**config.mk**
```make
export PLATFORM = sky130hd
export DESIGN_NAME = weight_load_sequencer_flat
export DESIGN_NICKNAME = d
export VERILOG_FILES = /design/src/rtl/weight_seq_pkg.sv /design/src/rtl/weight_load_sequencer_if.sv /design/src/rtl/weight_slice_counter.sv /design/src/rtl/weight_load_sequencer.sv /design/src/flat_wrapper.sv
export SDC_FILE = /design/constraint.sdc
export NUM_CORES = 1
export LEC_CHECK = 0
export CAP_MARGIN = 20
export CORE_ASPECT_RATIO = 1.1
export CORE_MARGIN = 2
export CORE_UTILIZATION = 36
export CTS_BUF_LIST = sky130_fd_sc_hd__clkbuf_16
export CTS_CLUSTER_SIZE = 24
export DETAILED_ROUTE_END_ITERATION = 6
export PLACE_DENSITY = 0.73
export SLEW_MARGIN = 10
export SYNTH_ARGS = -nofsm -noshare
export SYNTH_HDL_FRONTEND = slang
export SYNTH_HIERARCHICAL = 1
export SYNTH_SLANG_ARGS = --single-unit
```
**constraint.sdc**
```tcl
create_clock -name CLK -period 2 [get_ports CLK]
set_input_delay 0.3 -clock CLK [delete_from_list [all_inputs] [get_ports CLK]]
set_output_delay 0.3 -clock CLK [all_outputs]
set_load 0.05 [all_outputs]
```
**src/rtl/weight_seq_pkg.sv**
```systemverilog
// Shared types and helpers for the weight-load sequencer.
package weight_seq_pkg;

  typedef enum logic [2:0] {
    StIdle,
    StLoad,
    StWaitFull,
    StCompute,
    StFin
  } seq_state_e;

  localparam int unsigned MAX_FILTER_DIM     = 5;
  localparam int unsigned WORDS_PACKED_5WIDE = 7;

  // Five 40-bit rows of a 5-wide filter pack into seven 32-bit words;
  // narrower filters use one word per row.
  function automatic logic [2:0] words_per_slice(input logic [3:0] r, input logic [3:0] s);
    logic [2:0] w;
    if (s == 4'(MAX_FILTER_DIM)) w = 3'(WORDS_PACKED_5WIDE);
    else                         w = 3'(r);
    return w;
  endfunction

endpackage

```
**src/rtl/weight_load_sequencer_if.sv**
```systemverilog
// Weight stream in / weight-buffer write port bundle.
interface weight_load_sequencer_if #(
  parameter int unsigned INPUT_WIDTH = 32
);
  logic [INPUT_WIDTH-1:0] S_TDATA;
  logic                   S_TVALID;
  logic                   S_TREADY;
  logic                   WB_WR_EN;
  logic                   WB_WR_VALID;
  logic [INPUT_WIDTH-1:0] WB_WR_DATA;
  logic                   WB_FULL;

  modport master (
    input  S_TDATA, S_TVALID, WB_FULL,
    output S_TREADY, WB_WR_EN, WB_WR_VALID, WB_WR_DATA
  );

  modport slave (
    output S_TDATA, S_TVALID, WB_FULL,
    input  S_TREADY, WB_WR_EN, WB_WR_VALID, WB_WR_DATA
  );
endinterface

```
**src/rtl/weight_slice_counter.sv**
```systemverilog
// Nested channel/filter slice counter: c is the inner index, m the outer.
// Advancing on the final slice wraps both back to zero.
module weight_slice_counter #(
  parameter int unsigned CNT_WIDTH = 10
) (
  input  logic                 CLK,
  input  logic                 RESETN,
  input  logic                 i_clr,
  input  logic                 i_adv,
  input  logic [CNT_WIDTH-1:0] i_cfg_c,
  input  logic [CNT_WIDTH-1:0] i_cfg_m,
  output logic [CNT_WIDTH-1:0] o_cur_c,
  output logic [CNT_WIDTH-1:0] o_cur_m,
  output logic                 o_last
);
  logic [CNT_WIDTH-1:0] r_c, r_m;
  logic                 w_c_last, w_m_last;

  assign w_c_last = (r_c == i_cfg_c - CNT_WIDTH'(1));
  assign w_m_last = (r_m == i_cfg_m - CNT_WIDTH'(1));
  assign o_last   = w_c_last & w_m_last;
  assign o_cur_c  = r_c;
  assign o_cur_m  = r_m;

  // Counter state: clear wins over advance.
  always_ff @(posedge CLK) begin
    if (!RESETN || i_clr) begin
      r_c <= '0;
      r_m <= '0;
    end else if (i_adv) begin
      if (!w_c_last) begin
        r_c <= r_c + CNT_WIDTH'(1);
      end else begin
        r_c <= '0;
        r_m <= w_m_last ? '0 : r_m + CNT_WIDTH'(1);
      end
    end
  end

endmodule

```
**src/rtl/weight_load_sequencer.sv**
```systemverilog
// Weight-load sequencer: streams one (m, c) filter slice at a time into the
// weight buffer, starts the MAC array once the buffer is full and waits for
// compute before loading the next slice.
// Optional build macro WEIGHT_SEQ_PERF_EN adds STALL_CNT / COMPUTE_CNT.
module weight_load_sequencer
  import weight_seq_pkg::*;
#(
  parameter int unsigned INPUT_WIDTH = 32,
  parameter int unsigned CNT_WIDTH   = 10
) (
  input  logic                 CLK,
  input  logic                 RESETN,
  input  logic                 START,
  input  logic                 SOFT_CLR,
  input  logic [3:0]           PARAM_R,
  input  logic [3:0]           PARAM_S,
  input  logic [CNT_WIDTH-1:0] PARAM_C,
  input  logic [CNT_WIDTH-1:0] PARAM_M,
  weight_load_sequencer_if.master wl_bus,
  output logic [3:0]           WB_PARAM_R,
  output logic [3:0]           WB_PARAM_S,
  output logic                 COMP_START,
  input  logic                 COMP_DONE,
  output logic [CNT_WIDTH-1:0] CUR_C,
  output logic [CNT_WIDTH-1:0] CUR_M,
  output logic                 BUSY,
  output logic                 DONE,
  output logic                 CFG_ERR
`ifdef WEIGHT_SEQ_PERF_EN
  ,
  output logic [31:0]          STALL_CNT,
  output logic [31:0]          COMPUTE_CNT
`endif
);
  seq_state_e           r_state, w_state_next;
  logic [2:0]           r_word_cnt, w_word_next, w_words;
  logic [3:0]           r_param_r, r_param_s;
  logic [CNT_WIDTH-1:0] r_param_c, r_param_m;
  logic                 r_cfg_err, w_cfg_err_next;
  logic                 r_comp_start, w_comp_start_next;
  logic                 w_latch, w_cnt_clr, w_cnt_adv, w_cnt_last;
  logic                 w_cfg_ok, w_in_load, w_xfer;

  assign w_cfg_ok = (PARAM_R != 4'd0) && (PARAM_R <= 4'(MAX_FILTER_DIM)) &&
                    (PARAM_S != 4'd0) && (PARAM_S <= 4'(MAX_FILTER_DIM)) &&
                    (PARAM_C != '0) && (PARAM_M != '0);
  assign w_words   = words_per_slice(r_param_r, r_param_s);
  assign w_in_load = (r_state == StLoad);
  assign w_xfer    = w_in_load & wl_bus.S_TVALID;

  // Next-state and control decode; SOFT_CLR overrides everything.
  always_comb begin
    w_state_next      = r_state;
    w_word_next       = r_word_cnt;
    w_cfg_err_next    = r_cfg_err;
    w_comp_start_next = 1'b0;
    w_latch           = 1'b0;
    w_cnt_clr         = 1'b0;
    w_cnt_adv         = 1'b0;
    if (SOFT_CLR) begin
      w_state_next = StIdle;
      w_word_next  = 3'd0;
      w_cnt_clr    = 1'b1;
    end else begin
      unique case (r_state)
        StIdle: begin
          if (START) begin
            if (w_cfg_ok) begin
              w_latch        = 1'b1;
              w_cnt_clr      = 1'b1;
              w_cfg_err_next = 1'b0;
              w_word_next    = 3'd0;
              w_state_next   = StLoad;
            end else begin
              w_cfg_err_next = 1'b1;
            end
          end
        end
        StLoad: begin
          if (w_xfer) begin
            if (r_word_cnt == w_words - 3'd1) begin
              w_word_next  = 3'd0;
              w_state_next = StWaitFull;
            end else begin
              w_word_next = r_word_cnt + 3'd1;
            end
          end
        end
        StWaitFull: begin
          if (wl_bus.WB_FULL) begin
            w_comp_start_next = 1'b1;
            w_state_next      = StCompute;
          end
        end
        StCompute: begin
          if (COMP_DONE) begin
            w_cnt_adv    = 1'b1;
            w_state_next = w_cnt_last ? StFin : StLoad;
          end
        end
        StFin:   w_state_next = StIdle;
        default: w_state_next = StIdle;
      endcase
    end
  end

  // State, word counter, sticky error, compute pulse and latched config.
  always_ff @(posedge CLK) begin
    if (!RESETN) begin
      r_state      <= StIdle;
      r_word_cnt   <= 3'd0;
      r_cfg_err    <= 1'b0;
      r_comp_start <= 1'b0;
      r_param_r    <= 4'd0;
      r_param_s    <= 4'd0;
      r_param_c    <= '0;
      r_param_m    <= '0;
    end else begin
      r_state      <= w_state_next;
      r_word_cnt   <= w_word_next;
      r_cfg_err    <= w_cfg_err_next;
      r_comp_start <= w_comp_start_next;
      if (w_latch) begin
        r_param_r <= PARAM_R;
        r_param_s <= PARAM_S;
        r_param_c <= PARAM_C;
        r_param_m <= PARAM_M;
      end
    end
  end

  weight_slice_counter #(
    .CNT_WIDTH (CNT_WIDTH)
  ) u_slice_cnt (
    .CLK     (CLK),
    .RESETN  (RESETN),
    .i_clr   (w_cnt_clr),
    .i_adv   (w_cnt_adv),
    .i_cfg_c (r_param_c),
    .i_cfg_m (r_param_m),
    .o_cur_c (CUR_C),
    .o_cur_m (CUR_M),
    .o_last  (w_cnt_last)
  );

  assign wl_bus.S_TREADY    = w_in_load;
  assign wl_bus.WB_WR_EN    = w_in_load;
  assign wl_bus.WB_WR_VALID = w_xfer;
  assign wl_bus.WB_WR_DATA  = w_in_load ? wl_bus.S_TDATA : INPUT_WIDTH'(0);
  assign WB_PARAM_R         = r_param_r;
  assign WB_PARAM_S         = r_param_s;
  assign COMP_START         = r_comp_start;
  assign BUSY               = (r_state != StIdle);
  assign DONE               = (r_state == StFin);
  assign CFG_ERR            = r_cfg_err;

`ifdef WEIGHT_SEQ_PERF_EN
  logic [31:0] r_stall_cnt, r_compute_cnt;

  // Saturating perf counters, cleared by an accepted START.
  always_ff @(posedge CLK) begin
    if (!RESETN || w_latch) begin
      r_stall_cnt   <= '0;
      r_compute_cnt <= '0;
    end else begin
      if (w_in_load && !wl_bus.S_TVALID && (r_stall_cnt != '1)) begin
        r_stall_cnt <= r_stall_cnt + 32'd1;
      end
      if ((r_state == StCompute) && (r_compute_cnt != '1)) begin
        r_compute_cnt <= r_compute_cnt + 32'd1;
      end
    end
  end

  assign STALL_CNT   = r_stall_cnt;
  assign COMPUTE_CNT = r_compute_cnt;
`endif

endmodule
```
**src/flat_wrapper.sv**
```systemverilog
// flat-port wrapper written by rule: the top's interface ports become plain ports
module weight_load_sequencer_flat import weight_seq_pkg::*;
#(
  parameter int unsigned INPUT_WIDTH = 32,
  parameter int unsigned CNT_WIDTH   = 10
)
  (CLK, RESETN, START, SOFT_CLR, PARAM_R, PARAM_S, PARAM_C, PARAM_M, WB_PARAM_R, WB_PARAM_S, COMP_START, COMP_DONE, CUR_C, CUR_M, BUSY, DONE, CFG_ERR, wl_bus_S_TDATA, wl_bus_S_TVALID, wl_bus_WB_FULL, wl_bus_S_TREADY, wl_bus_WB_WR_EN, wl_bus_WB_WR_VALID, wl_bus_WB_WR_DATA);
  weight_load_sequencer_if #(.INPUT_WIDTH(INPUT_WIDTH)) wl_bus_i ();
  input  logic CLK;
  input  logic RESETN;
  input  logic START;
  input  logic SOFT_CLR;
  input  logic [3:0] PARAM_R;
  input  logic [3:0] PARAM_S;
  input  logic [CNT_WIDTH-1:0] PARAM_C;
  input  logic [CNT_WIDTH-1:0] PARAM_M;
  output logic [3:0] WB_PARAM_R;
  output logic [3:0] WB_PARAM_S;
  output logic COMP_START;
  input  logic COMP_DONE;
  output logic [CNT_WIDTH-1:0] CUR_C;
  output logic [CNT_WIDTH-1:0] CUR_M;
  output logic BUSY;
  output logic DONE;
  output logic CFG_ERR;
  input wire logic [$bits(wl_bus_i.S_TDATA)-1:0] wl_bus_S_TDATA;
  input wire logic [$bits(wl_bus_i.S_TVALID)-1:0] wl_bus_S_TVALID;
  input wire logic [$bits(wl_bus_i.WB_FULL)-1:0] wl_bus_WB_FULL;
  output wire logic [$bits(wl_bus_i.S_TREADY)-1:0] wl_bus_S_TREADY;
  output wire logic [$bits(wl_bus_i.WB_WR_EN)-1:0] wl_bus_WB_WR_EN;
  output wire logic [$bits(wl_bus_i.WB_WR_VALID)-1:0] wl_bus_WB_WR_VALID;
  output wire logic [$bits(wl_bus_i.WB_WR_DATA)-1:0] wl_bus_WB_WR_DATA;
  assign wl_bus_i.S_TDATA = wl_bus_S_TDATA;
  assign wl_bus_i.S_TVALID = wl_bus_S_TVALID;
  assign wl_bus_i.WB_FULL = wl_bus_WB_FULL;
  assign wl_bus_S_TREADY = wl_bus_i.S_TREADY;
  assign wl_bus_WB_WR_EN = wl_bus_i.WB_WR_EN;
  assign wl_bus_WB_WR_VALID = wl_bus_i.WB_WR_VALID;
  assign wl_bus_WB_WR_DATA = wl_bus_i.WB_WR_DATA;
  weight_load_sequencer #(.INPUT_WIDTH(INPUT_WIDTH), .CNT_WIDTH(CNT_WIDTH)) u_core (.CLK(CLK), .RESETN(RESETN), .START(START), .SOFT_CLR(SOFT_CLR), .PARAM_R(PARAM_R), .PARAM_S(PARAM_S), .PARAM_C(PARAM_C), .PARAM_M(PARAM_M), .wl_bus(wl_bus_i), .WB_PARAM_R(WB_PARAM_R), .WB_PARAM_S(WB_PARAM_S), .COMP_START(COMP_START), .COMP_DONE(COMP_DONE), .CUR_C(CUR_C), .CUR_M(CUR_M), .BUSY(BUSY), .DONE(DONE), .CFG_ERR(CFG_ERR));
endmodule
```
## Yosys cells after proc, flatten, opt, wreduce, memory -nomap -nowiden

Index checks and enable logic that the tools add are counted.

- Order comparisons: 2
- Multiply operators: 0
- Add/subtract/negate cells: 6
- Shift operators: 0
- Mux-type cells: 27
- Reduce and logical (&&, ||, !) cells: 20
- Eq/ne operators: 14
- Divide/modulo/power cells: 0
- Bitwise gates (word level): 5

Operators with widths:

| operator | count |
|---|---|
| 2-to-1 mux 3 bit | 12 |
| 2-to-1 mux 32 bit | 1 |
| adder 10 x 1 -> 10 bit (second input constant) | 2 |
| equality test 10 bit | 2 |
| 2-to-1 mux 10 bit | 2 |
| nonzero test 10 bit | 2 |
| subtractor 10 x 1 -> 10 bit (second input constant) | 2 |
| one-hot mux 3 bit (4 select lines) | 1 |
| 2-to-1 mux 1 bit | 10 |
| != test 2 bit (second input constant) | 5 |
| less-or-equal comparator 4 x 3 -> 1 bit (second input constant) | 2 |
| nonzero test 4 bit | 2 |
| equality test 3 x 2 -> 1 bit (second input constant) | 2 |
| one-hot mux 3 bit (2 select lines) | 1 |
| AND reduction 6 bit | 1 |
| logical AND 1 bit | 5 |
| equality test 4 x 3 -> 1 bit (second input constant) | 1 |
| AND reduction 4 bit | 1 |
| adder 3 x 1 -> 3 bit (second input constant) | 1 |
| equality test 3 x 1 -> 1 bit (second input constant) | 1 |
| equality test 3 bit | 1 |
| equality test 3 bit (second input constant) | 1 |
| zero test 3 bit | 1 |
| NOT 1 bit | 3 |
| other kinds (11) | 12 |

- Memory bits (read-only): 0
- Output and inout port bits: 67
- Memories: 0
- Bits in latches: 0
- Logic and storage cells: 84
- Memory bits (writable): 0
- Input port bits: 67
- Flip-flop bits (word level): 56

## Longest topological paths before layout

Gate-level depths: netlist of run 1.

- Depth after elaboration: 11
- Depth in mapped cells: 13
- Depth with buffers taken out: 13

## Hierarchy

The synthesis of run 1 kept the hierarchy.

Modules (own cells, without submodules):

| module | cells each | sequential area each (sq um) | area each (sq um) | instances |
|---|---|---|---|---|
| weight_load_sequencer | 207 | 720.7 | 1899.3 | 1 |
| weight_slice_counter | 208 | 400.4 | 1676.6 | 1 |

## Worst setup path before layout of run 1

No wires, ideal clock.

- Path type: flip-flop to flip-flop
- Start: register u_core.u_slice_cnt.r_c[4], in the netlist u_core/u_slice_cnt/o_cur_c[4]
- End: register u_core.r_state[0]
- Library setup time: 128 ps
- Clock period less this slack: 2401 ps
- Data required time: 1872 ps
- Arrival time: 2274 ps
- Path slack: -401 ps
- Stages on the path, launching flop included: 13
- Path buffers: 1
- Cell sequence: dfxtp_1 -> clkbuf_1 -> xnor2_1 -> a21oi_1 -> nor4_1 -> nand4_1 -> or3_4 -> nor2_1 -> nand2_1 -> nand2_1 -> o21ai_0 -> o21ai_0 -> a21oi_1

- Cells in the longest elaborated chain, start to end: 5

Ends and longest elaborated chain:

| what | line | source |
|---|---|---|
| from (decl) | weight_slice_counter.sv:16 | `logic [CNT_WIDTH-1:0] r_c, r_m;` |
| from (signal assigned) | weight_slice_counter.sv:32 | `r_c <= r_c + CNT_WIDTH'(1);` |
| equality test 10 bit | weight_slice_counter.sv:19 | `assign w_c_last = (r_c == i_cfg_c - CNT_WIDTH'(1));` |
| bitwise AND 1 bit | weight_slice_counter.sv:21 | `assign o_last = w_c_last & w_m_last;` |
| via u_core.w_cnt_last | weight_load_sequencer.sv:41 | `logic w_latch, w_cnt_clr, w_cnt_adv, w_cnt_last;` |
| 2-to-1 mux 3 bit | weight_load_sequencer.sv:98 | `w_state_next = w_cnt_last ? StFin : StLoad;` |
| 2-to-1 mux 3 bit | weight_load_sequencer.sv:96 | `if (COMP_DONE) begin` |
| one-hot mux 3 bit (4 select lines) | weight_load_sequencer.sv:65 | `unique case (r_state)` |
| to (signal assigned) | weight_load_sequencer.sv:110 | `r_state <= StIdle;` |
| to (signal assigned) | weight_load_sequencer.sv:119 | `r_state <= w_state_next;` |
| to (decl) | weight_load_sequencer.sv:35 | `seq_state_e r_state, w_state_next;` |

The timed path passes the listed nets, and every way through them passes these cells. The select of a mux whose other input is x is not followed.
A chain may end at the register's enable or synchronous reset.

## Final worst setup path of run 1

- Start: register u_core.r_param_c[0]
- End: register u_core.u_slice_cnt.r_m[5], in the netlist u_core/u_slice_cnt/o_cur_m[5]

- Cells in the longest elaborated chain, start to end: 3

Ends and longest elaborated chain:

| what | line | source |
|---|---|---|
| from (decl) | weight_load_sequencer.sv:38 | `logic [CNT_WIDTH-1:0] r_param_c, r_param_m;` |
| from (signal assigned) | weight_load_sequencer.sv:116 | `r_param_c <= '0;` |
| from (signal assigned) | weight_load_sequencer.sv:126 | `r_param_c <= PARAM_C;` |
| subtractor 10 x 1 -> 10 bit | weight_slice_counter.sv:19 |  |
| equality test 10 bit | weight_slice_counter.sv:19 |  |
| AND reduction 2 bit (no line) | - |  |
| to (signal assigned) | weight_slice_counter.sv:35 | `r_m <= w_m_last ? '0 : r_m + CNT_WIDTH'(1);` |
| to (decl) | weight_slice_counter.sv:16 |  |

Every way passes these cells.

==> results.sh, run 1 <==
export IMPL_status="complete, but fails checks"
export IMPL_failed_checks="negative setup slack"
export IMPL_clkSinkCount=56
export IMPL_design_core_area_mm2=0.00975
export IMPL_synth_top_cell_area_share_pct=31.4
export IMPL_setup_worst_path_start_class="flop"
export IMPL_antenna_found_initial=0
export IMPL_critical_path_startpoint="u_core/r_param_c[0]"
export IMPL_dp_cells=723
export IMPL_power_density_mw_per_mm2=378
export IMPL_clock_skews_ns=0.00389
export IMPL_critical_path_max_stage_delay_ns=0.35
export IMPL_post_synth_edffs=0
export IMPL_place_gp_congestion=0.815
export IMPL_static_leakage_power_nw=2.71
export IMPL_die_area_mm2=0.0107
export IMPL_path_depth=10
export IMPL_layout_min_cycle_time_ns=2.37
export IMPL_setup_worst_path_end_class="flop"
export IMPL_rr_endpoint="u_core/u_slice_cnt/o_cur_m[5]"
export IMPL_worst_ep_arrival_time_ns=2.54
export IMPL_netlist_area_mm2=0.00358
export IMPL_gr_total_overflow=0
export IMPL_final_min_period_over_clock_period_pct=118
export IMPL_whs_path_depth=3
export IMPL_dieHeight_um=109
export IMPL_areaGrowthSynthToFinish_pct=86.6
export IMPL_synth_async_sr_flop_share_pct=0
export IMPL_worst_r2r_path_depth=10
export IMPL_synthTopCellsByArea="sky130_fd_sc_hd__dfxtp_1 31%, sky130_fd_sc_hd__mux2i_1 7.6%, sky130_fd_sc_hd__nor2b_1 6.5%, sky130_fd_sc_hd__and2_1 5.8%, sky130_fd_sc_hd__xnor2_1 4.9%"
export IMPL_cells_after_synthesis=415
export IMPL_syn_num_nets=488
export IMPL_setup_reg_to_reg_worst_slack_ns=-0.37
export IMPL_detail_route_iter0_violations=156
export IMPL_ant_nets=0
export IMPL_report_final_setup_viol=22
export IMPL_setup_tns_final_ns=-6.17
export IMPL_synth_warnings=6
export IMPL_via_per_inst=5.18
export IMPL_antenna_cells=0
export IMPL_finalHoldViolCount=0
export IMPL_number_of_global_route_vias_before_repair=3994
export IMPL_htree_num_levels=2
export IMPL_final_max_slew_viol_count=0
export IMPL_yosysSeqAreaShare_pct=31.4
export IMPL_final_layout_size_suffix_gt1_share_pct=37.4
export IMPL_avgRoutedWirePerCell_um=16.3
export IMPL_critical_path_peak_fanout=5
export IMPL_ir_drop_mv=0.338
export IMPL_grt_pass1_wl_mm=18.7
export IMPL_criticalPathCategory="flop to flop"
export IMPL_synth_distinct_cells=58
export IMPL_net_total_in_the_final_layout=705
export IMPL_top_level_ports=134
export IMPL_critical_path_slowest_cell="sky130_fd_sc_hd__dfxtp_4"
export IMPL_num_vias=3902
export IMPL_timing_max_slew_rel_slack_pct=64.3
export IMPL_place_detailed_hpwl_mm=8.97
export IMPL_clkTransAtPathRegs_ns=0.07
export IMPL_tritoncts="yes"
export IMPL_crit_path_cell_trace="buf_6, nor4_4, and4b_1, a21oi_1, o211a_1, buf_6, nor4_4, buf_4, o22ai_1, a22o_1"
export IMPL_final_cell_mix="82 x sky130_fd_sc_hd__buf_4, 76 x sky130_fd_sc_hd__clkdlybuf4s50_1, 38 x sky130_fd_sc_hd__buf_12, 37 x sky130_fd_sc_hd__nor2b_1, 35 x sky130_fd_sc_hd__dfxtp_1"
export IMPL_grt_max_degree=35
export IMPL_insertion_delay_ns=0.28
export IMPL_avgSynthCellArea_um2=8.62
export IMPL_worstSetupEndpoint="u_core/u_slice_cnt/o_cur_m[5]"
export IMPL_unrepaired_setup_endpoints_after_global_routing="yes"
export IMPL_root_buffer_cell="sky130_fd_sc_hd__clkbuf_16"
export IMPL_routed_wirelength_mm=12.3
export IMPL_floorplan_initialDensity_pct=36.7
export IMPL_ys_seq_elements=56
export IMPL_cts_path_max_buffers=2
export IMPL_cts_buffers_inserted=5
export IMPL_std_cell_rows=38
export IMPL_remaining_drc_errors=0
export IMPL_worst_r2r_startpoint="u_core/r_param_c[0]"
export IMPL_groute_usage_overall_pct=21.4
export IMPL_cp_required_ns=2.17
export IMPL_die_x_um=99.0
export IMPL_highest_clock_frequency_the_design_can_meet_ghz=0.422
export IMPL_mostFrequentLayoutCell="sky130_fd_sc_hd__buf_4"
export IMPL_hp_class="input pin to flop"
export IMPL_final_critical_path_setup_slack_ns=-0.369
export IMPL_tightestPinTransition_ns=0.533
export IMPL_synth_flop_cell="sky130_fd_sc_hd__dfxtp_1"
export IMPL_post_route_util_pct=68.5
export IMPL_place_port_buffers=133
export IMPL_synth_top_cell_by_area="sky130_fd_sc_hd__dfxtp_1"
export IMPL_cp_num_buf_inv=3
export IMPL_final_cells=753
export IMPL_first_pass_iteration_count_of_the_detailed_router=6
export IMPL_max_cap_viol_count=0
export IMPL_critical_path_top_delay_family="simple AND/OR/NAND/NOR gates"
[per-layer routing]
metal / wire (µm) / global-route usage [%] / part of all wire, % / vias to the layer above
met5: 0 / 0 / 0 / -
met4: 222 / 5.38 / 1.8 / 0
met3: 909 / 5.95 / 7.4 / 19
met2: 6410 / 41.2 / 52 / 147
met1: 4760 / 22.8 / 39 / 1835
li1: - / - / - / 1901
[final cells by class]
type                       instances  area, µm²
timing repair buffer             230       2540
clock inverter                     2       7.51
fill                             722       3070
clock buffer                       6        150
sequential                        56       1170
multi-input combinational        326       2610
inverter                          13       48.8
tap                              120        150
[flip-flops by register name, indices dropped and copies added, names as in the netlist]
name and cells:
u_core/r_param_c 10, u_core/r_param_m 10, u_core/u_slice_cnt/o_cur_c 10, u_core/u_slice_cnt/o_cur_m 10, u_core/WB_PARAM_R 4, u_core/WB_PARAM_S 4, u_core/r_state 3, u_core/r_word_cnt 3
u_core/CFG_ERR 1, u_core/COMP_START 1
[through the flow]
step | instance area, µm² | hold slack [ns] | total power [mW] | worst slack (ns)
after floorplan | 3700 | 0.419 | 1.32 | -0.164
after global placement | 5960 | 0.482 | 1.55 | -0.639
after detailed placement | 5960 | 0.490 | 1.56 | -0.762
after CTS | 6430 | 0.436 | 2.52 | -0.318
after global routing | 6670 | 0.390 | 2.62 | -0.473
final | 6670 | 0.355 | 2.52 | -0.369
[worst register-to-register path, cell delays in order, from the launching register on]
cell and delay (ns):
sky130_fd_sc_hd__dfxtp_4 0.35, sky130_fd_sc_hd__buf_6 0.12, sky130_fd_sc_hd__nor4_4 0.32, sky130_fd_sc_hd__and4b_1 0.24, sky130_fd_sc_hd__a21oi_1 0.04, sky130_fd_sc_hd__o211a_1 0.25, sky130_fd_sc_hd__buf_6 0.13, sky130_fd_sc_hd__nor4_4 0.27
sky130_fd_sc_hd__buf_4 0.20, sky130_fd_sc_hd__o22ai_1 0.09, sky130_fd_sc_hd__a22o_1 0.25
[cells by family after synthesis]
logic type	Yosys count	synth area share, %
and+or+nand+nor	204	35.2
AOI/OAI and AO/OA	57	11.3
DFF	56	31.4
buffers and inverters	33	4.72
xor gates and xnor gates	32	7.84
muxes	27	7.56
adders and majority gates	6	2.10
[cell usage after synthesis (3+ instances only)]
cell type,count
sky130_fd_sc_hd__and3_1,11
sky130_fd_sc_hd__nor2_1,20
sky130_fd_sc_hd__ha_1,6
sky130_fd_sc_hd__o22ai_1,10
sky130_fd_sc_hd__a21oi_1,10
sky130_fd_sc_hd__o21ai_0,11
sky130_fd_sc_hd__buf_2,3
sky130_fd_sc_hd__buf_6,3
sky130_fd_sc_hd__nor3_1,8
sky130_fd_sc_hd__clkbuf_1,11
sky130_fd_sc_hd__nand2b_1,7
sky130_fd_sc_hd__a22o_1,8
sky130_fd_sc_hd__nand3_1,16
sky130_fd_sc_hd__nand2_1,23
sky130_fd_sc_hd__xnor2_1,20
sky130_fd_sc_hd__dfxtp_1,56
sky130_fd_sc_hd__nor4_1,11
sky130_fd_sc_hd__and3b_1,3
sky130_fd_sc_hd__nor2b_1,37
sky130_fd_sc_hd__xor2_1,12
sky130_fd_sc_hd__and2_1,33
sky130_fd_sc_hd__mux2i_1,27
sky130_fd_sc_hd__inv_1,12
sky130_fd_sc_hd__nor3b_1,8
[power breakdown]
part           switching [mW]  internal (mW)
clock network           0.396          0.533
registers             0.00936           1.11
logic                   0.190          0.282
[worst min-delay path by stage]
stage | to | start | slack [ns]
global placement | u_core/r_word_cnt[0] | u_core/r_word_cnt[0] | 0.48
global route | u_core/WB_PARAM_S[1] | PARAM_S[1] | 0.39
floorplan | u_core/COMP_START | wl_bus_WB_FULL | 0.42
detailed placement | u_core/WB_PARAM_R[3] | u_core/WB_PARAM_R[3] | 0.49
CTS | u_core/r_param_c[1] | PARAM_C[1] | 0.44
finish | u_core/WB_PARAM_S[1] | PARAM_S[1] | 0.35
[what timing repair did]
| item | CTS | global route |
|---|---|---|
| cloned | 4 | 2 |
| endpoints found under the setup margin | 56 | 87 |
| hold buffers | 0 | 0 |
| resized for setup | 63 | 45 |
| setup buffers | 11 | 5 |
| pin swaps | 45 | 14 |
Note: power is estimated with default switching activity, not from simulation.
==> run 2: changes to the inputs <==
RECOVER_POWER = 25   (was not set)
==> run 2 against run 1 <==
Compared with the run above: the flow still finishes with violations (negative setup slack); sequential power about the same; global-route usage did not move; total power about the same; clock power grew 0.4%; largest power group unchanged.
==> results.sh, run 2 (synthesis gave the netlist of run 1 again) <==
export IMPL_power_frac_clock_pct=36.9
export IMPL_number_of_global_route_vias_before_repair=3994
export IMPL_areaGrowthSynthToFinish_pct=86.0
export IMPL_switching_power_mw=0.599
export IMPL_tightestPinTransition_ns=0.630
export IMPL_unrepaired_setup_endpoints_after_global_routing="yes"
export IMPL_htree_num_levels=2
export IMPL_setup_reg_to_reg_worst_slack_ns=-0.37
export IMPL_place_detailed_hpwl_mm=8.97
export IMPL_tritoncts="yes"
export IMPL_floorplan_initialDensity_pct=36.7
export IMPL_post_route_util_pct=68.2
export IMPL_rr_endpoint="u_core/u_slice_cnt/o_cur_m[5]"
export IMPL_cp_required_ns=2.17
export IMPL_critical_path_peak_fanout=5
export IMPL_hold_path_startpoint="PARAM_S[1]"
export IMPL_routed_wirelength_mm=12.2
export IMPL_register_area_mm2=0.00117
export IMPL_net_total_in_the_final_layout=705
export IMPL_place_gp_congestion=0.815
export IMPL_hp_class="input pin to flop"
export IMPL_cts_path_max_buffers=2
export IMPL_detail_route_iter0_violations=150
export IMPL_failed_checks="negative setup slack"
export IMPL_std_cell_rows=38
export IMPL_top_level_ports=134
export IMPL_layout_min_cycle_time_ns=2.37
export IMPL_status="complete, but fails checks"
export IMPL_insertion_delay_ns=0.29
export IMPL_place_port_buffers=133
export IMPL_report_final_setup_viol=28
export IMPL_antenna_found_initial=0
export IMPL_worst_r2r_startpoint="u_core/r_param_c[0]"
export IMPL_power_density_mw_per_mm2=380
export IMPL_whs_path_depth=3
export IMPL_die_x_um=99.0
export IMPL_clock_skews_ns=0.00438
export IMPL_max_cap_viol_count=0
export IMPL_grt_max_degree=35
export IMPL_grt_pass1_wl_mm=18.7
export IMPL_design_core_area_mm2=0.00975
export IMPL_worstHoldEndpoint="u_core/WB_PARAM_S[1]"
export IMPL_clkTransAtPathRegs_ns=0.07
export IMPL_final_critical_path_setup_slack_ns=-0.367
export IMPL_worst_ep_arrival_time_ns=2.54
export IMPL_via_per_inst=5.19
export IMPL_finalHoldViolCount=0
export IMPL_ant_nets=0
export IMPL_highest_clock_frequency_the_design_can_meet_ghz=0.422
export IMPL_swShare_pct=23.7
export IMPL_cts_hold_fix_buffers=0
export IMPL_dieHeight_um=109
export IMPL_criticalPathCategory="flop to flop"
export IMPL_setup_worst_path_start_class="flop"
export IMPL_timing_max_slew_rel_slack_pct=58.2
export IMPL_part_of_the_total_power_dissipated_in_combinational_logic_pct=18.6
export IMPL_final_layout_size_suffix_gt1_share_pct=36.8
export IMPL_clkSinkCount=56
export IMPL_final_max_slew_viol_count=0
export IMPL_share_seq_of_total_power_pct=44.4
export IMPL_fillerInstances=723
export IMPL_ir_drop_mv=0.332
export IMPL_static_leakage_power_nw=2.69
export IMPL_root_buffer_cell="sky130_fd_sc_hd__clkbuf_16"
export IMPL_first_pass_iteration_count_of_the_detailed_router=4
export IMPL_setup_tns_final_ns=-6.21
export IMPL_num_vias=3905
export IMPL_tot_pwr_mw=2.53
export IMPL_setup_worst_path_end_class="flop"
export IMPL_antenna_cells=0
export IMPL_mostFrequentLayoutCell="sky130_fd_sc_hd__buf_4"
export IMPL_gr_total_overflow=0
export IMPL_intPower_mw=1.93
export IMPL_avgRoutedWirePerCell_um=16.3
export IMPL_die_area_mm2=0.0107
export IMPL_multiInputGateArea_mm2=0.00261
export IMPL_placedInstanceArea_mm2=0.00596
export IMPL_worst_r2r_path_depth=10
export IMPL_cts_buffers_inserted=5
export IMPL_final_cell_mix="78 x sky130_fd_sc_hd__buf_4, 75 x sky130_fd_sc_hd__clkdlybuf4s50_1, 38 x sky130_fd_sc_hd__buf_12, 37 x sky130_fd_sc_hd__nor2b_1, 35 x sky130_fd_sc_hd__dfxtp_1"
export IMPL_final_min_period_over_clock_period_pct=118
export IMPL_remaining_drc_errors=0
export IMPL_groute_usage_overall_pct=21.4
export IMPL_postLayoutCellArea_mm2=0.00665
## run 2: per-stage QoR
step	setup WS, ns	cells	hold slack [ns]
2_1_floorplan	-0.164	415	0.419
3_3_place_gp	-0.639	723	0.482
3_5_place_dp	-0.762	723	0.490
4_1_cts	-0.318	746	0.436
5_1_grt	-0.473	753	0.390
6_report	-0.367	753	0.355
## run 2: repair_timing
item                                   in CTS  in global routing
endpoints found under the hold margin       0                  0
gates cloned                                4                  2
setup endpoints to repair                  56                 87
setup buffers                              11                  5
gates resized for setup                    63                 45
pin swaps                                  45                 14
## run 2: cell type report
class                      instances  area share [%]
timing repair buffer             230            37.9
tap                              120            2.26
multi-input combinational        326            39.2
clock buffer                       6            2.26
sequential                        56            17.6
inverter                          13           0.734
clock inverter                     2           0.113
## run 2: power by group through the flow
stage	logic, mW	clock network, mW	registers (mW)
final	0.471	0.933	1.12
after global routing	0.500	0.991	1.12
after CTS	0.450	0.945	1.12
after detailed placement	0.414	0	1.15
after global placement	0.406	0	1.15
after floorplan	0.163	0	1.16
## run 2: how the worst max path moves through the flow
stage / to / depth (start not counted) / start
detailed placement: u_core/u_slice_cnt/o_cur_m[5] / 10 / PARAM_C[0]
CTS: u_core/r_state[0] / 13 / u_core/r_param_c[0]
global route: u_core/u_slice_cnt/o_cur_m[5] / 10 / u_core/r_param_c[0]
global placement: u_core/u_slice_cnt/o_cur_m[8] / 10 / PARAM_C[0]
floorplan: u_core/r_state[0] / 13 / u_core/r_param_c[0]
finish: u_core/u_slice_cnt/o_cur_m[5] / 10 / u_core/r_param_c[0]
## run 2: worst max-delay path, cell delays in order, from the launching register on
cell and delay [ns]:
sky130_fd_sc_hd__dfxtp_4 0.35, sky130_fd_sc_hd__buf_6 0.11, sky130_fd_sc_hd__nor4_4 0.32, sky130_fd_sc_hd__and4b_1 0.24, sky130_fd_sc_hd__a21oi_1 0.04, sky130_fd_sc_hd__o211a_1 0.25
sky130_fd_sc_hd__buf_6 0.13, sky130_fd_sc_hd__nor4_4 0.27, sky130_fd_sc_hd__buf_4 0.20, sky130_fd_sc_hd__o22ai_1 0.09, sky130_fd_sc_hd__a22o_1 0.25
## run 2: metal layers
metal	global-route usage (%)	up-vias	share of wire, %
met2	41.2	153	52
met5	0	-	0
met4	5.38	0	1.9
li1	-	1900	-
met3	5.95	21	7.4
met1	22.8	1831	39
==> run 3: changes to the inputs <==
CORE_MARGIN = not set   (was 2)
==> run 3 against run 2 <==
Compared with the run above: the flow still finishes with violations (negative setup slack); wire length increased by 6.0%; critical path type unchanged; sequential cell count unchanged; worst setup slack improved by 0.0055 ns.
==> results.sh, run 3 (synthesis gave the netlist of run 1 again) <==
export IMPL_cts_hold_fix_buffers=0
export IMPL_multiInputGateArea_mm2=0.00258
export IMPL_design_core_area_mm2=0.00949
export IMPL_placedInstanceArea_mm2=0.00604
export IMPL_place_gp_congestion=0.874
export IMPL_critical_path_startpoint="u_core/r_param_c[0]"
export IMPL_postLayoutCellArea_mm2=0.00667
export IMPL_hold_path_startpoint="PARAM_S[2]"
export IMPL_report_final_setup_viol=52
export IMPL_final_layout_size_suffix_gt1_share_pct=36.1
export IMPL_detail_route_iter0_violations=210
export IMPL_register_area_mm2=0.00116
export IMPL_setup_worst_path_start_class="flop"
export IMPL_clock_skews_ns=0.00674
export IMPL_failed_checks="negative setup slack"
export IMPL_critical_path_peak_fanout=5
export IMPL_worst_r2r_startpoint="u_core/r_param_c[0]"
export IMPL_critical_path_max_stage_delay_ns=0.36
export IMPL_final_max_slew_viol_count=0
export IMPL_grt_max_degree=38
export IMPL_finalHoldViolCount=0
export IMPL_cp_required_ns=2.19
export IMPL_htree_num_levels=2
export IMPL_final_cell_mix="80 x sky130_fd_sc_hd__buf_4, 54 x sky130_fd_sc_hd__clkdlybuf4s50_1, 38 x sky130_fd_sc_hd__buf_12, 37 x sky130_fd_sc_hd__nor2b_1, 35 x sky130_fd_sc_hd__dfxtp_1"
export IMPL_status="complete, but fails checks"
export IMPL_top_level_ports=134
export IMPL_rr_endpoint="u_core/u_slice_cnt/o_cur_m[3]"
export IMPL_final_critical_path_setup_slack_ns=-0.362
export IMPL_ir_drop_mv=0.358
export IMPL_highest_clock_frequency_the_design_can_meet_ghz=0.423
export IMPL_place_port_buffers=133
export IMPL_mostFrequentLayoutCell="sky130_fd_sc_hd__buf_4"
export IMPL_fillerInstances=666
export IMPL_timing_max_slew_rel_slack_pct=58.6
export IMPL_criticalPathCategory="flop to flop"
export IMPL_die_area_mm2=0.0103
export IMPL_ant_nets=0
export IMPL_tightestPinTransition_ns=0.624
export IMPL_static_leakage_power_nw=2.75
export IMPL_max_cap_viol_count=0
export IMPL_antenna_found_initial=0
export IMPL_number_of_global_route_vias_before_repair=4261
export IMPL_crit_path_cell_trace="inv_2, ha_4, nor3b_4, buf_6, buf_6, nand3_2, o21ai_1, a31oi_1, buf_4, nor4_4, buf_4, o22ai_1, a22o_1"
export IMPL_critical_path_top_delay_family="buffers and inverters"
export IMPL_unrepaired_setup_endpoints_after_global_routing="yes"
export IMPL_tritoncts="yes"
export IMPL_setup_worst_path_end_class="flop"
export IMPL_areaGrowthSynthToFinish_pct=86.5
export IMPL_setup_reg_to_reg_worst_slack_ns=-0.36
export IMPL_critical_path_slowest_cell="sky130_fd_sc_hd__dfxtp_4"
export IMPL_final_min_period_over_clock_period_pct=118
export IMPL_power_density_mw_per_mm2=381
export IMPL_via_per_inst=5.38
export IMPL_hp_class="input pin to flop"
export IMPL_worstHoldEndpoint="u_core/WB_PARAM_S[2]"
export IMPL_layout_min_cycle_time_ns=2.36
export IMPL_whs_path_depth=3
export IMPL_first_pass_iteration_count_of_the_detailed_router=4
export IMPL_die_x_um=97.0
export IMPL_worst_ep_arrival_time_ns=2.55
export IMPL_cts_buffers_inserted=5
export IMPL_net_total_in_the_final_layout=707
export IMPL_avgRoutedWirePerCell_um=17.3
export IMPL_clkSinkCount=56
export IMPL_dp_cells=727
export IMPL_clkTransAtPathRegs_ns=0.07
export IMPL_tot_pwr_mw=2.54
export IMPL_routed_wirelength_mm=13.0
export IMPL_antenna_cells=0
export IMPL_num_vias=4044
export IMPL_root_buffer_cell="sky130_fd_sc_hd__clkbuf_16"
export IMPL_floorplan_initialDensity_pct=37.7
export IMPL_path_depth=13
export IMPL_std_cell_rows=37
export IMPL_remaining_drc_errors=0
export IMPL_dieHeight_um=107
export IMPL_dp_slack_ns=-0.701
export IMPL_place_detailed_hpwl_mm=9.14
export IMPL_insertion_delay_ns=0.30
export IMPL_grt_pass1_wl_mm=20.7
export IMPL_worst_r2r_path_depth=13
export IMPL_cp_num_buf_inv=5
export IMPL_cts_path_max_buffers=2
export IMPL_final_cells=752
export IMPL_groute_usage_overall_pct=25.1
export IMPL_gr_total_overflow=0
[run 3: cell count changes in the layout (fill, tap and decap cells not counted), sizes merged]
cell / previous run / this run
clkdlybuf4s15: 0 / 11
buf: 129 / 130
inv: 12 / 13
dlygate4sd2: 13 / 11
clkinv: 3 / 2
clkdlybuf4s50: 75 / 54
bufbuf: 1 / 2
clkbuf: 13 / 14
dlygate4sd3: 1 / 12
[run 3: area by class of cell]
| cell class | count | share of cell area, % |
|---|---|---|
| Inverter | 13 | 0.732 |
| Tap cell | 117 | 2.19 |
| Clock inverter | 2 | 0.131 |
| Sequential cell | 56 | 17.5 |
| Timing Repair Buffer | 232 | 38.5 |
| Multi-Input combinational cell | 326 | 38.7 |
| Clock buffer | 6 | 2.25 |
[run 3: worst min-delay path, stage by stage]
cell and delay (ns):
sky130_fd_sc_hd__clkbuf_2 0.10, sky130_fd_sc_hd__mux2i_1 0.07, sky130_fd_sc_hd__nor2b_1 0.10
[run 3: how the worst max path moves through the flow]
stage / end / slack, ns
6_report: u_core/u_slice_cnt/o_cur_m[3] / -0.36
3_3_place_gp: u_core/u_slice_cnt/o_cur_m[7] / -0.61
4_1_cts: u_core/r_state[0] / -0.27
2_1_floorplan: u_core/r_state[0] / -0.16
5_1_grt: u_core/r_state[0] / -0.49
3_5_place_dp: u_core/u_slice_cnt/o_cur_m[2] / -0.70
[run 3: metrics by stage]
stage               utilization (%)  hold WS (ns)  TNS (ns)
global route                   70.3         0.331    -15.24
CTS                            70.1         0.415     -5.01
floorplan                         -         0.419     -1.23
finish                         70.3         0.311     -7.03
global placement               63.6         0.482    -14.77
detailed placement             63.6         0.491    -18.47
[run 3: timing repair]
action,in CTS,in global routing
setup buffers,13,2
pin swaps,46,14
setup endpoints to repair,25,55
cloned,6,0
resized for setup,92,36
[run 3: metal layers]
layer / wire length (µm) / vias up / track usage (%)
met1: 4770 / 1889 / 26.6
met4: 383 / 0 / 11.1
met3: 1080 / 31 / 6.31
met5: 0 / - / 0
met2: 6750 / 218 / 46.8
li1: - / 1906 / -
[run 3: where the power goes]
group / leakage (nW) / switching, mW / internal, mW
Clock: 0.0832 / 0.407 / 0.535
Combinational: 2.21 / 0.199 / 0.274
Sequential: 0.464 / 0.00939 / 1.11
